$ cat config.mk
export PLATFORM = sky130hd
export DESIGN_NAME = adc_serial_rx
export DESIGN_NICKNAME = d
export VERILOG_FILES = /design/src/rtl/adc_rx_pkg.sv /design/src/rtl/adc_rx_fifo.sv /design/src/rtl/adc_serial_rx.sv
export SDC_FILE = /design/constraint.sdc
export NUM_CORES = 1
export LEC_CHECK = 0
export ABC_CLOCK_PERIOD_IN_PS = 2500
export CORE_ASPECT_RATIO = 1.4
export CORE_UTILIZATION = 59
export CTS_BUF_LIST = sky130_fd_sc_hd__clkbuf_8
export DETAILED_ROUTE_END_ITERATION = 16
export GPL_ROUTABILITY_DRIVEN = 0
export GPL_TIMING_DRIVEN = 0
export PLACE_DENSITY = 0.79
export SLEW_MARGIN = 20
export SYNTH_ARGS = -nofsm -noshare
export SYNTH_HDL_FRONTEND = slang
export SYNTH_SLANG_ARGS = --single-unit
$ cat constraint.sdc
create_clock -name clk -period 2.5 [get_ports clk]
set_input_delay 0.5 -clock clk [delete_from_list [all_inputs] [get_ports clk]]
set_output_delay 0.5 -clock clk [all_outputs]
set_load 0.02 [all_outputs]
$ cat src/rtl/adc_rx_pkg.sv
// Shared types and default sizes for the ADC serial receive stage.
package adc_rx_pkg;

    typedef enum logic [1:0] {
        StIdle,
        StShift,
        StDrain
    } rx_state_e;

    localparam int unsigned AdcRxW     = 8;
    localparam int unsigned AdcRxDepth = 4;

endpackage

$ cat src/rtl/adc_rx_fifo.sv
// Synchronous first-word-fall-through FIFO; the head word is always presented on rdata_o.
module adc_rx_fifo #(
    parameter int unsigned Width = 8,
    parameter int unsigned Depth = 4
) (
    input  logic                     clk,
    input  logic                     clr,
    input  logic                     push_i,
    input  logic [Width-1:0]         wdata_i,
    input  logic                     pop_i,
    output logic [Width-1:0]         rdata_o,
    output logic                     full_o,
    output logic                     empty_o,
    output logic                     push_ok_o,
    output logic [$clog2(Depth):0]   count_o
);

    localparam int unsigned PtrW = $clog2(Depth);

    logic [Width-1:0] mem_q [Depth];
    logic [PtrW-1:0]  wr_ptr_q, wr_ptr_d;
    logic [PtrW-1:0]  rd_ptr_q, rd_ptr_d;
    logic [PtrW:0]    count_q, count_d;
    logic             push_ok, pop_ok;

    assign full_o  = (count_q == (PtrW + 1)'(Depth));
    assign empty_o = (count_q == '0);
    assign pop_ok  = pop_i & ~empty_o;
    // A pop in the same cycle frees the slot a full FIFO needs for the push.
    assign push_ok = push_i & (~full_o | pop_ok);

    always_comb begin
        wr_ptr_d = wr_ptr_q;
        rd_ptr_d = rd_ptr_q;
        count_d  = count_q;
        if (push_ok) begin
            wr_ptr_d = wr_ptr_q + 1'b1;
        end
        if (pop_ok) begin
            rd_ptr_d = rd_ptr_q + 1'b1;
        end
        unique case ({push_ok, pop_ok})
            2'b10:   count_d = count_q + 1'b1;
            2'b01:   count_d = count_q - 1'b1;
            default: count_d = count_q;
        endcase
    end

    always_ff @(posedge clk or negedge clr) begin
        if (!clr) begin
            wr_ptr_q <= '0;
            rd_ptr_q <= '0;
            count_q  <= '0;
            for (int i = 0; i < Depth; i++) begin
                mem_q[i] <= '0;
            end
        end else begin
            wr_ptr_q <= wr_ptr_d;
            rd_ptr_q <= rd_ptr_d;
            count_q  <= count_d;
            if (push_ok) begin
                mem_q[wr_ptr_q] <= wdata_i;
            end
        end
    end

    assign rdata_o   = mem_q[rd_ptr_q];
    assign count_o   = count_q;
    assign push_ok_o = push_ok;

endmodule

$ cat src/rtl/adc_serial_rx.sv
// Deserialises the ADC controller's MSB-first framed result into a FWFT FIFO.
// Define ADC_RX_CHECK_EN to cross-check each word against the parallel result b_par.
module adc_serial_rx
    import adc_rx_pkg::*;
#(
    parameter int unsigned W     = AdcRxW,
    parameter int unsigned DEPTH = AdcRxDepth
) (
    input  logic                     clk,
    input  logic                     clr,
    input  logic                     data_mark,
    input  logic                     serial_in,
    input  logic                     load_reg,
    input  logic [W-1:0]             b_par,
    output logic [W-1:0]             out_data,
    output logic                     out_valid,
    input  logic                     out_ready,
    output logic [$clog2(DEPTH):0]   fifo_count,
    output logic                     overflow,
    output logic                     frame_err,
    output logic                     mismatch
);

    localparam int unsigned CntW = $clog2(W) + 1;

    rx_state_e       state_q, state_d;
    logic [CntW-1:0] cnt_q, cnt_d;
    logic [W-2:0]    shift_q, shift_d;
    logic            frame_err_q, frame_err_d;
    logic            overflow_q, overflow_d;
    logic            mismatch_q, mismatch_d;

    logic [W-1:0]    word;
    logic            word_done;
    logic            fifo_full, fifo_empty, fifo_pop, fifo_push_ok;

    assign word = {shift_q, serial_in};

    always_comb begin
        state_d     = state_q;
        cnt_d       = cnt_q;
        shift_d     = shift_q;
        frame_err_d = 1'b0;
        word_done   = 1'b0;
        unique case (state_q)
            StIdle: begin
                if (data_mark) begin
                    shift_d    = '0;
                    shift_d[0] = serial_in;
                    cnt_d      = CntW'(1);
                    state_d    = StShift;
                end
            end
            StShift: begin
                if (data_mark) begin
                    if (cnt_q == CntW'(W - 1)) begin
                        word_done = 1'b1;
                        cnt_d     = '0;
                        state_d   = StDrain;
                    end else begin
                        shift_d = word[W-2:0];
                        cnt_d   = cnt_q + 1'b1;
                    end
                end else begin
                    frame_err_d = 1'b1;
                    cnt_d       = '0;
                    state_d     = StIdle;
                end
            end
            StDrain: begin
                // cnt_q == 0 marks the first over-length cycle; later ones are ignored.
                if (data_mark) begin
                    if (cnt_q == '0) begin
                        frame_err_d = 1'b1;
                        cnt_d       = CntW'(1);
                    end
                end else begin
                    cnt_d   = '0;
                    state_d = StIdle;
                end
            end
            default: begin
                cnt_d   = '0;
                state_d = StIdle;
            end
        endcase
    end

    assign fifo_pop   = out_valid & out_ready;
    assign overflow_d = overflow_q | (word_done & ~fifo_push_ok);

    adc_rx_fifo #(
        .Width (W),
        .Depth (DEPTH)
    ) u_fifo (
        .clk       (clk),
        .clr       (clr),
        .push_i    (word_done),
        .wdata_i   (word),
        .pop_i     (fifo_pop),
        .rdata_o   (out_data),
        .full_o    (fifo_full),
        .empty_o   (fifo_empty),
        .push_ok_o (fifo_push_ok),
        .count_o   (fifo_count)
    );

    assign out_valid = ~fifo_empty;

`ifdef ADC_RX_CHECK_EN
    logic [W-1:0] ref_q, ref_d;
    logic         ref_vld_q, ref_vld_d;
    logic [W-1:0] ref_sel;
    logic         ref_sel_vld;

    // A load_reg coinciding with word completion is the newest reference, so it is used directly.
    assign ref_sel     = load_reg ? b_par : ref_q;
    assign ref_sel_vld = load_reg | ref_vld_q;

    always_comb begin
        ref_d      = ref_q;
        ref_vld_d  = ref_vld_q;
        mismatch_d = 1'b0;
        if (load_reg) begin
            ref_d     = b_par;
            ref_vld_d = 1'b1;
        end
        if (word_done) begin
            mismatch_d = ref_sel_vld & (word != ref_sel);
            ref_vld_d  = 1'b0;
        end
    end

    always_ff @(posedge clk or negedge clr) begin
        if (!clr) begin
            ref_q     <= '0;
            ref_vld_q <= 1'b0;
        end else begin
            ref_q     <= ref_d;
            ref_vld_q <= ref_vld_d;
        end
    end
`else
    logic unused_chk;
    assign unused_chk = ^{load_reg, b_par};
    assign mismatch_d = 1'b0;
`endif

    always_ff @(posedge clk or negedge clr) begin
        if (!clr) begin
            state_q     <= StIdle;
            cnt_q       <= '0;
            shift_q     <= '0;
            frame_err_q <= 1'b0;
            overflow_q  <= 1'b0;
            mismatch_q  <= 1'b0;
        end else begin
            state_q     <= state_d;
            cnt_q       <= cnt_d;
            shift_q     <= shift_d;
            frame_err_q <= frame_err_d;
            overflow_q  <= overflow_d;
            mismatch_q  <= mismatch_d;
        end
    end

    assign frame_err = frame_err_q;
    assign overflow  = overflow_q;
    assign mismatch  = mismatch_q;

    logic unused_full;
    assign unused_full = fifo_full;

endmodule

; Word-level counts from Yosys, hierarchy flattened
; Index checks and enable logic that the tools add are counted.
[totals]
ff_bits = 54
latch_bits = 0
mem_bits_rw = 0
romBits = 0
out_inout_bits = 15
memories = 0
[op_classes]
n_addsub = 5
mul = 0
div = 0
magnitude_cmp = 3
n_eq_ne = 12
shift = 0
mux = 29
bitwise_logic = 11
n_reduce_logical = 9
[ops]
columns = operator, count
row1 = bitwise mux 32 bit, 1
row2 = 2-to-1 mux 8 bit, 3
row3 = 2-to-1 mux 7 bit, 3
row4 = 2-to-1 mux 4 bit, 5
row5 = binary-select mux 8 bit (select 2 bit), 1
row6 = demux 8 bit (select 2 bit), 1
row7 = case mux 7 bit (2 select lines), 1
row8 = case mux 4 bit (3 select lines), 1
row9 = 2-to-1 mux 2 bit, 4
row10 = inequality test 2 bit (second input constant), 4
row11 = >= comparator 3 bit (second input constant), 2
row12 = 2-to-1 mux 1 bit, 6
row13 = inequality test 3 bit (second input constant), 2
row14 = inverter 2 -> 3 bit, 2
row15 = case mux 2 bit (3 select lines), 1
row16 = case mux 3 bit (2 select lines), 1
row17 = adder 2 x 1 -> 2 bit (second input constant), 2
row18 = adder 4 x 1 -> 4 bit (second input constant), 1
row19 = bitwise AND 1 bit, 4
row20 = equality test 2 x 1 -> 1 bit (second input constant), 2
row21 = equality test 2 bit (second input constant), 2
row22 = equality test 4 x 3 -> 1 bit (second input constant), 1
row23 = zero test 4 bit, 1
row24 = AND reduction 4 bit, 1
row25 = other kinds (13), 17

; Longest topological paths before layout
[depth]
word_depth = 9
depth_mapped = 11
mapped_depth_nobuf = 11

; Modules after synthesis
; A second synthesis with hierarchy kept.
[hier_totals]
cells_unflattened = 206
area_unflattened_um2 = 2670.1
[modules_own_cells]
columns = mod, n_inst, cells_per_inst, area_per_inst_um2, seq_area_each_um2
row1 = adc_rx_fifo, 1, 116, 1801.7, 975.9
row2 = adc_serial_rx, 1, 90, 868.3, 375.4

; Worst setup path after synthesis
; No wires, ideal clock.
[synth_timing]
kind = reg2reg
start = reg u_fifo.count_q[1] (netlist: u_fifo.count_o[1])
end = reg u_fifo.count_q[2] (netlist: u_fifo.count_o[2])
setup_ns = 0.080
t_arrival_ns = 2.028
required_time_ns = 2.420
setup_slack_ns = 0.392
stages_incl_launch_ff = 10
n_path_buf = 0
synth_period_minus_slack_ns = 2.108
cell_sequence = dfrtp_1 -> nor4b_1 -> nor3_1 -> inv_1 -> ha_1 -> inv_1 -> fa_1 -> xor2_1 -> nor2_1 -> xor2_1
[synth_via]
elab_chain_len = 8
[synth_rtl]
columns = element, line_no
row1 = "start, declared", adc_rx_fifo.sv:23  ; logic [PtrW:0] count_q, count_d;
row2 = "start signal, assigned", adc_rx_fifo.sv:60  ; count_q <= count_d;
row3 = zero test 3 bit, adc_rx_fifo.sv:27  ; assign empty_o = (count_q == '0);
row4 = inverter 1 bit, "adc_rx_fifo.sv:28, adc_serial_rx.sv:108"
row5 = bitwise AND 1 bit, adc_serial_rx.sv:89  ; assign fifo_pop = out_valid & out_ready;
row6 = bitwise AND 1 bit, adc_rx_fifo.sv:28  ; assign pop_ok = pop_i & ~empty_o;
row7 = OR 1 bit, adc_rx_fifo.sv:30  ; assign push_ok = push_i & (~full_o | pop_ok);
row8 = bitwise AND 1 bit, adc_rx_fifo.sv:30
row9 = equality test 2 x 1 -> 1 bit or equality test 2 bit (tied branches), adc_rx_fifo.sv:42  ; unique case ({push_ok, pop_ok})
row10 = case mux 3 bit (2 select lines) or nonzero test 2 bit (tied branches), --
; Parallel ways exist; a longest one is shown, timed or not.
; A chain may end at the register's enable or synchronous reset.

; Worst setup path in the final report
[layout_timing]
start = reg u_fifo.count_q[1] (netlist: u_fifo.count_o[1])
end = out out_valid
[layout_via]
elab_chain_len = 2
[layout_rtl]
columns = element, line_no
row1 = zero test 3 bit, adc_rx_fifo.sv:27
row2 = inverter 1 bit, adc_serial_rx.sv:108  ; assign out_valid = ~fifo_empty;
row3 = "end, declared", adc_serial_rx.sv:16  ; output logic out_valid,
; Every way passes these cells.

==> flow_summary.toml <==
[sta]
setup_viol = 0
fmax_ghz = 0.432
worst_slack_ns = 0.185
period_needed_ns = 2.31
worstMarginPinSlew_ns = 0.663
slew_violations = 0
hold_viol = 0
fin_worst_skew_ns = 0.0120
finalSetupTns_ns = 0
slew_headroom_pct = 55.8
min_period_over_period_pct = 92.6

[synth]
ys.flop_type = "dfrtp_1"
syn-num-nets = 233
async_reset_ff_share_pct = 100
synth_top_area_share_pct = 47.3
yosysTopAreaCell = "dfrtp_1"
synth-edff-count = 0
syn_area_um2 = 2860
yosysUniqueCellTypes = 46
ys_seq_elements = 54
synthCells = 207
ys_seq_area_share_pct = 47.3
syn_avg_cell_area_um2 = 13.8
ys.warnings.count = 0
synth.area.top_cells = "dfrtp_1, mux2_4, mux4_2"

[route]
routedWlPerCell_um = 16.9
ant_nets = 0
vias = 1686
wirelength_mm = 4.94
via_per_inst = 5.75
remaining_drc_errors = 0
firstDrtPassIters = 4
drtIter0Drc = 50

[critical_path]
endpoint_kind = "output port"
reg2reg_depth = 10
crit_arrival_ns = 1.81
required_ns = 2.00
critPathKind = "flip-flop to output port"
crit_path_start_kind = "flip-flop"
crit_path_max_fanout = 7

[power_and_ir_drop]
power_leakage_nw = 1.72
powerDensity_nw_per_um2 = 772
peakVddDrop_mv = 0.659

[floorplan]
rows = 29
fp.dieH_um = 84.3
initial_core_util_pct = 62.0
boundaryPins = 29
die_w_um = 60.8
core_um2 = 4610
fp.dieArea_um2 = 5130

[clock_network]
cts_setup_buffers = 0
htree_levels = 2
clock_latency_ns = 0.31
numClockSinks = 54
cts_buffers = 5
cts_buffer_depth = 2
cts-root-buf = "clkbuf_8"
hold_buffers = 0
clk_pin_slew_ns = 0.10
cts_tree = "done"

[layout]
final_cell_mix = "dfrtp_1, mux2_4, inv_1"
syn_to_final_growth_pct = 13.5
drive_gt1_share_pct = 29.9
final_nets = 256
mostFrequentLayoutCell = "dfrtp_1"
diodes = 0

[placement]
port-buffer-count = 17
dp_hpwl_mm = 3.48
pre_cts_ws_ns = -0.257

[grt]
gr-total-overflow = 0
antenna_found_initial = 0
grtUsageTotal_pct = 22.7
grt_pass1_wl_mm = 8.66
grt_max_degree = 55
grt_pass1_vias = 1737

[worst_hold_path]
worstHoldPathType = "input pin to async pin"

[flow_run]
drv_cap = 0

[run_status]
status = "completed"
critical path: stages, from the launching register on:
cell and delay [ns]:
dfrtp_1 0.46, or3_2 0.49, clkdlybuf4s50_1 0.56
metrics by stage:
step	hold WS [ns]	total power [mW]	utilization [%]	instances	instance area [µm²]
after floorplan	0.204	1.70	-	207	2860
after global placement	0.447	1.92	67.4	286	3110
after detailed placement	0.446	1.95	67.3	286	3100
after CTS	0.240	2.52	69.7	293	3210
after global routing	0.258	2.67	70.4	293	3240
final	0.207	2.50	70.4	293	3240
timing repair:
item / CTS / global route
endpoints found under the hold margin: 0 / 0
pin swaps: 0 / 0
setup endpoints to repair: 8 / 10
resized for setup: 1 / 10
synthesized netlist by cell type (all sizes together) (3+ instances only):
master  instances
nand3           7
xnor2           3
mux4            8
ha             11
nand2           6
a21oi           3
dfrtp          54
inv            17
nand4          10
o21ai          10
xor2            3
buf             8
mux2           35
layout make-up:
type / instances / area [µm²]
clock buffer: 5 / 68.8
clock inverter: 3 / 41.3
buffer: 9 / 56.3
timing repair buffer: 17 / 188
sequential: 54 / 1350
inverter: 17 / 63.8
tap: 62 / 77.6
multi-input combinational: 126 / 1400
fill: 330 / 1370
flip-flops by register name (all words and copies together) (netlist names):
signal / cells
u_fifo.mem_q: 32
shift_q: 7
cnt_q: 4
u_fifo.count_o: 3
state_q: 2
u_fifo.rd_ptr_q: 2
u_fifo.wr_ptr_q: 2
frame_err: 1
overflow: 1
where the power goes:
| part | internal, mW | leakage, nW | switching, mW |
|---|---|---|---|
| sequential | 0.992 | 0.728 | 0.185 |
| combinational | 0.350 | 0.940 | 0.399 |
| clock | 0.295 | 0.0556 | 0.284 |
| total | 1.64 | 1.72 | 0.867 |
worst paths after layout:
path / start / end / slack [ns]
setup / recovery: u_fifo.count_o[1] / out_valid / 0.19
hold / removal: clr / u_fifo.mem_q[24] / 0.21
setup reg to reg: cnt_q[0] / u_fifo.count_o[2] / 0.20
hold reg to reg: overflow / overflow / 0.47
max in group asynchronous: clr / u_fifo.mem_q[4] / 1.85
min in group clk: overflow / overflow / 0.47
metal layers:
metal,vias to the layer above,wire (µm),GRT usage [%]
li1,785,-,-
met1,869,2200,30.7
met2,26,2540,36.9
met3,6,120,4.16
met4,0,73,6.82
met5,-,0,0
kinds of logic (layout without fill, tap and decap cells):
group                    count (synthesis)  after routing  share of synthesized area [%]
AO/OA/AOI/OAI                           24             24                           5.60
XOR/XNOR                                 6              6                           1.84
adder cells (fa/ha/maj)                 12             12                           5.52
buffers and inverters                   27             51                           4.25
flip-flops                              54             54                           47.3
multiplexers                            44             44                           24.6
other                                    1              1                          0.131
AND/OR/NAND/NOR                         39             39                           10.7
Note: power is estimated with default switching activity, not from simulation.
==> RTL edit (same settings) <==
Change the package constant `AdcRxDepth` from 4 to 2.
--- a/src/rtl/adc_rx_pkg.sv
+++ b/src/rtl/adc_rx_pkg.sv
@@ -8,7 +8,7 @@
     } rx_state_e;
 
     localparam int unsigned AdcRxW     = 8;
-    localparam int unsigned AdcRxDepth = 4;
+    localparam int unsigned AdcRxDepth = 2;
 
 endpackage
 
Ports: changed (resized fifo_count); port bits go from 29 to 28. No check against the original RTL was run, so the function may have changed too.
==> RTL edit against the unedited design <==
  * Highest routed layer unchanged
  * Sequential cell count decreased by 19
  * Design area decreased by 36%
  * Wire length decreased by 34%
  * Setup slack improved by 7.9 ps
  * Critical path type unchanged
  * Area after synthesis decreased by 39%
  * Sequential power decreased by 32%
  * Register-to-register slack improved by 150 ps
  * Worst hold slack got worse by 160 ps
  * Power decreased by 29%
==> RTL edit: results (changes against the unedited design) <==
[status]
status = finished clean

[layout]
layout-drive-gt1-share_pct = 27.1  ; -2.8 points
fillers = 208  ; -37%
diodes = 0  ; unchanged
nets = 187  ; -27%
reg_top3 = u_fifo.mem_q (16), shift_q (7), cnt_q (4)

[clock_tree]
clk_pin_slew_ps = 70  ; -30 ps
clock_latency_ps = 280  ; -30 ps
numCtsBuffers = 5  ; unchanged
clock_path_buffers = 2  ; unchanged
cts_root_buffer = clkbuf_8
htreeDepth = 2  ; unchanged
cts.repair.resized = 0  ; -1

[critical_path]
arrival_ps = 1810  ; about the same
reg2reg_from = state_q[1]
crit_start = u_fifo.rd_ptr_q
cp_slowest_cell = dfrtp_1
reg2reg_slack_ps = 350  ; +150 ps
r2r_cells = 8  ; -2
cpPeakStageDelay_ps = 590  ; +30 ps
path_max_fanout = 9  ; +2
r2r_end = u_fifo.count_o[1]
crit_end = out_data[2]

[global_route]
grt_max_degree = 31  ; -44%
grt_pass1_wl_um = 5450  ; -37%
first_global_vias = 1243  ; -28%
grt_use_total_pct = 24.8  ; +2.1 points
antenna_found_initial = 0  ; unchanged

[logic_synthesis]
synthTopCellsByArea = dfrtp_1 (50%), mux2_2 (17%), ha_1 (5.8%)
synthesis.nets = 163  ; -30%
yosysUniqueCellTypes = 36  ; -22%
synth_commonest_cells = dfrtp_1 (35), mux2_2 (26), inv_1 (11), ha_1 (8), o21ai_0 (8)
synthArstFlopShare_pct = 100  ; unchanged
ys_warn_count = 0  ; unchanged
ys_seq_area_share_pct = 50.4  ; +3.1 points
synth-main-ff-cell = dfrtp_1

[drt]
first_iter_violations = 27  ; -46%
routed_wl_um = 3260  ; -34%
vias_per_cell = 5.68  ; -1.2%
antenna_left = 0  ; unchanged

[timing]
skew_ps = 9.12  ; -2.91 ps
relSlewSlack_pct = 55.2  ; -0.62 points
holdWs_ps = 42.1  ; -165 ps

[place]
port_buffers = 17  ; unchanged
dpl.hpwl_um = 2360  ; -32%

[power_and_ir_drop]
pwr-share-comb_pct = 29.7  ; -0.2 points
power.share.sequential_pct = 45.7  ; -1.3 points
leakage_nw = 1.02  ; -41%
peakVddDrop_v = 0.000667  ; +1.2%
p_switching_mw = 0.602  ; -31%

[hold_path]
hp-class = input port to asynchronous set/reset pin

## RTL edit: area by class of cell
| type | count | area (um^2) | share of cell area, % |
|---|---|---|---|
| Timing Repair Buffer | 18 | 185 | 8.97 |
| Tap cell | 36 | 45.0 | 2.18 |
| Inverter | 11 | 41.3 | 2.00 |
| Sequential cell | 35 | 876 | 42.4 |
| Clock buffer | 7 | 96.3 | 4.67 |
| Buffer | 4 | 20.0 | 0.970 |
| Multi-Input combinational cell | 90 | 797 | 38.6 |
| Clock inverter | 1 | 3.75 | 0.182 |
## RTL edit: critical path, delay by kind of cell, from the launching register on
kind | cells | cell delay (ps)
DFF | 1 | 590
buffers and inverters | 1 | 540
muxes | 1 | 390
## RTL edit: cells by family (layout without fill, tap and decap cells)
family	count (synthesis)	in the layout	synth area share, %
other	1	1	0.216
adder cells (fa/ha/maj)	8	8	5.76
AND/OR/NAND/NOR	27	27	11.5
XOR/XNOR	5	5	2.52
flip-flops	35	35	50.4
AO/OA/AOI/OAI	20	20	7.27
multiplexers	29	29	18.6
buffers and inverters	16	41	3.74
## RTL edit: through the flow
| step | util, % | worst slack (ps) | instances | area [um^2] | power (mW) |
|---|---|---|---|---|---|
| after global routing | 76.5 | 108 | 202 | 2060 | 1.87 |
| final | 76.5 | 193 | 202 | 2060 | 1.77 |
| after floorplan | - | 526 | 141 | 1740 | 1.15 |
| after CTS | 76.5 | 166 | 202 | 2060 | 1.78 |
| after detailed placement | 73.0 | -18.2 | 195 | 1970 | 1.35 |
| after global placement | 72.4 | 20.0 | 194 | 1950 | 1.31 |
## RTL edit: layer usage
layer	track usage (%)	up-vias	part of all wire (%)
met5	0	-	0
met4	10.8	0	2.0
met3	4.92	8	2.2
met2	44.4	20	56
met1	26.4	574	40
li1	-	546	-
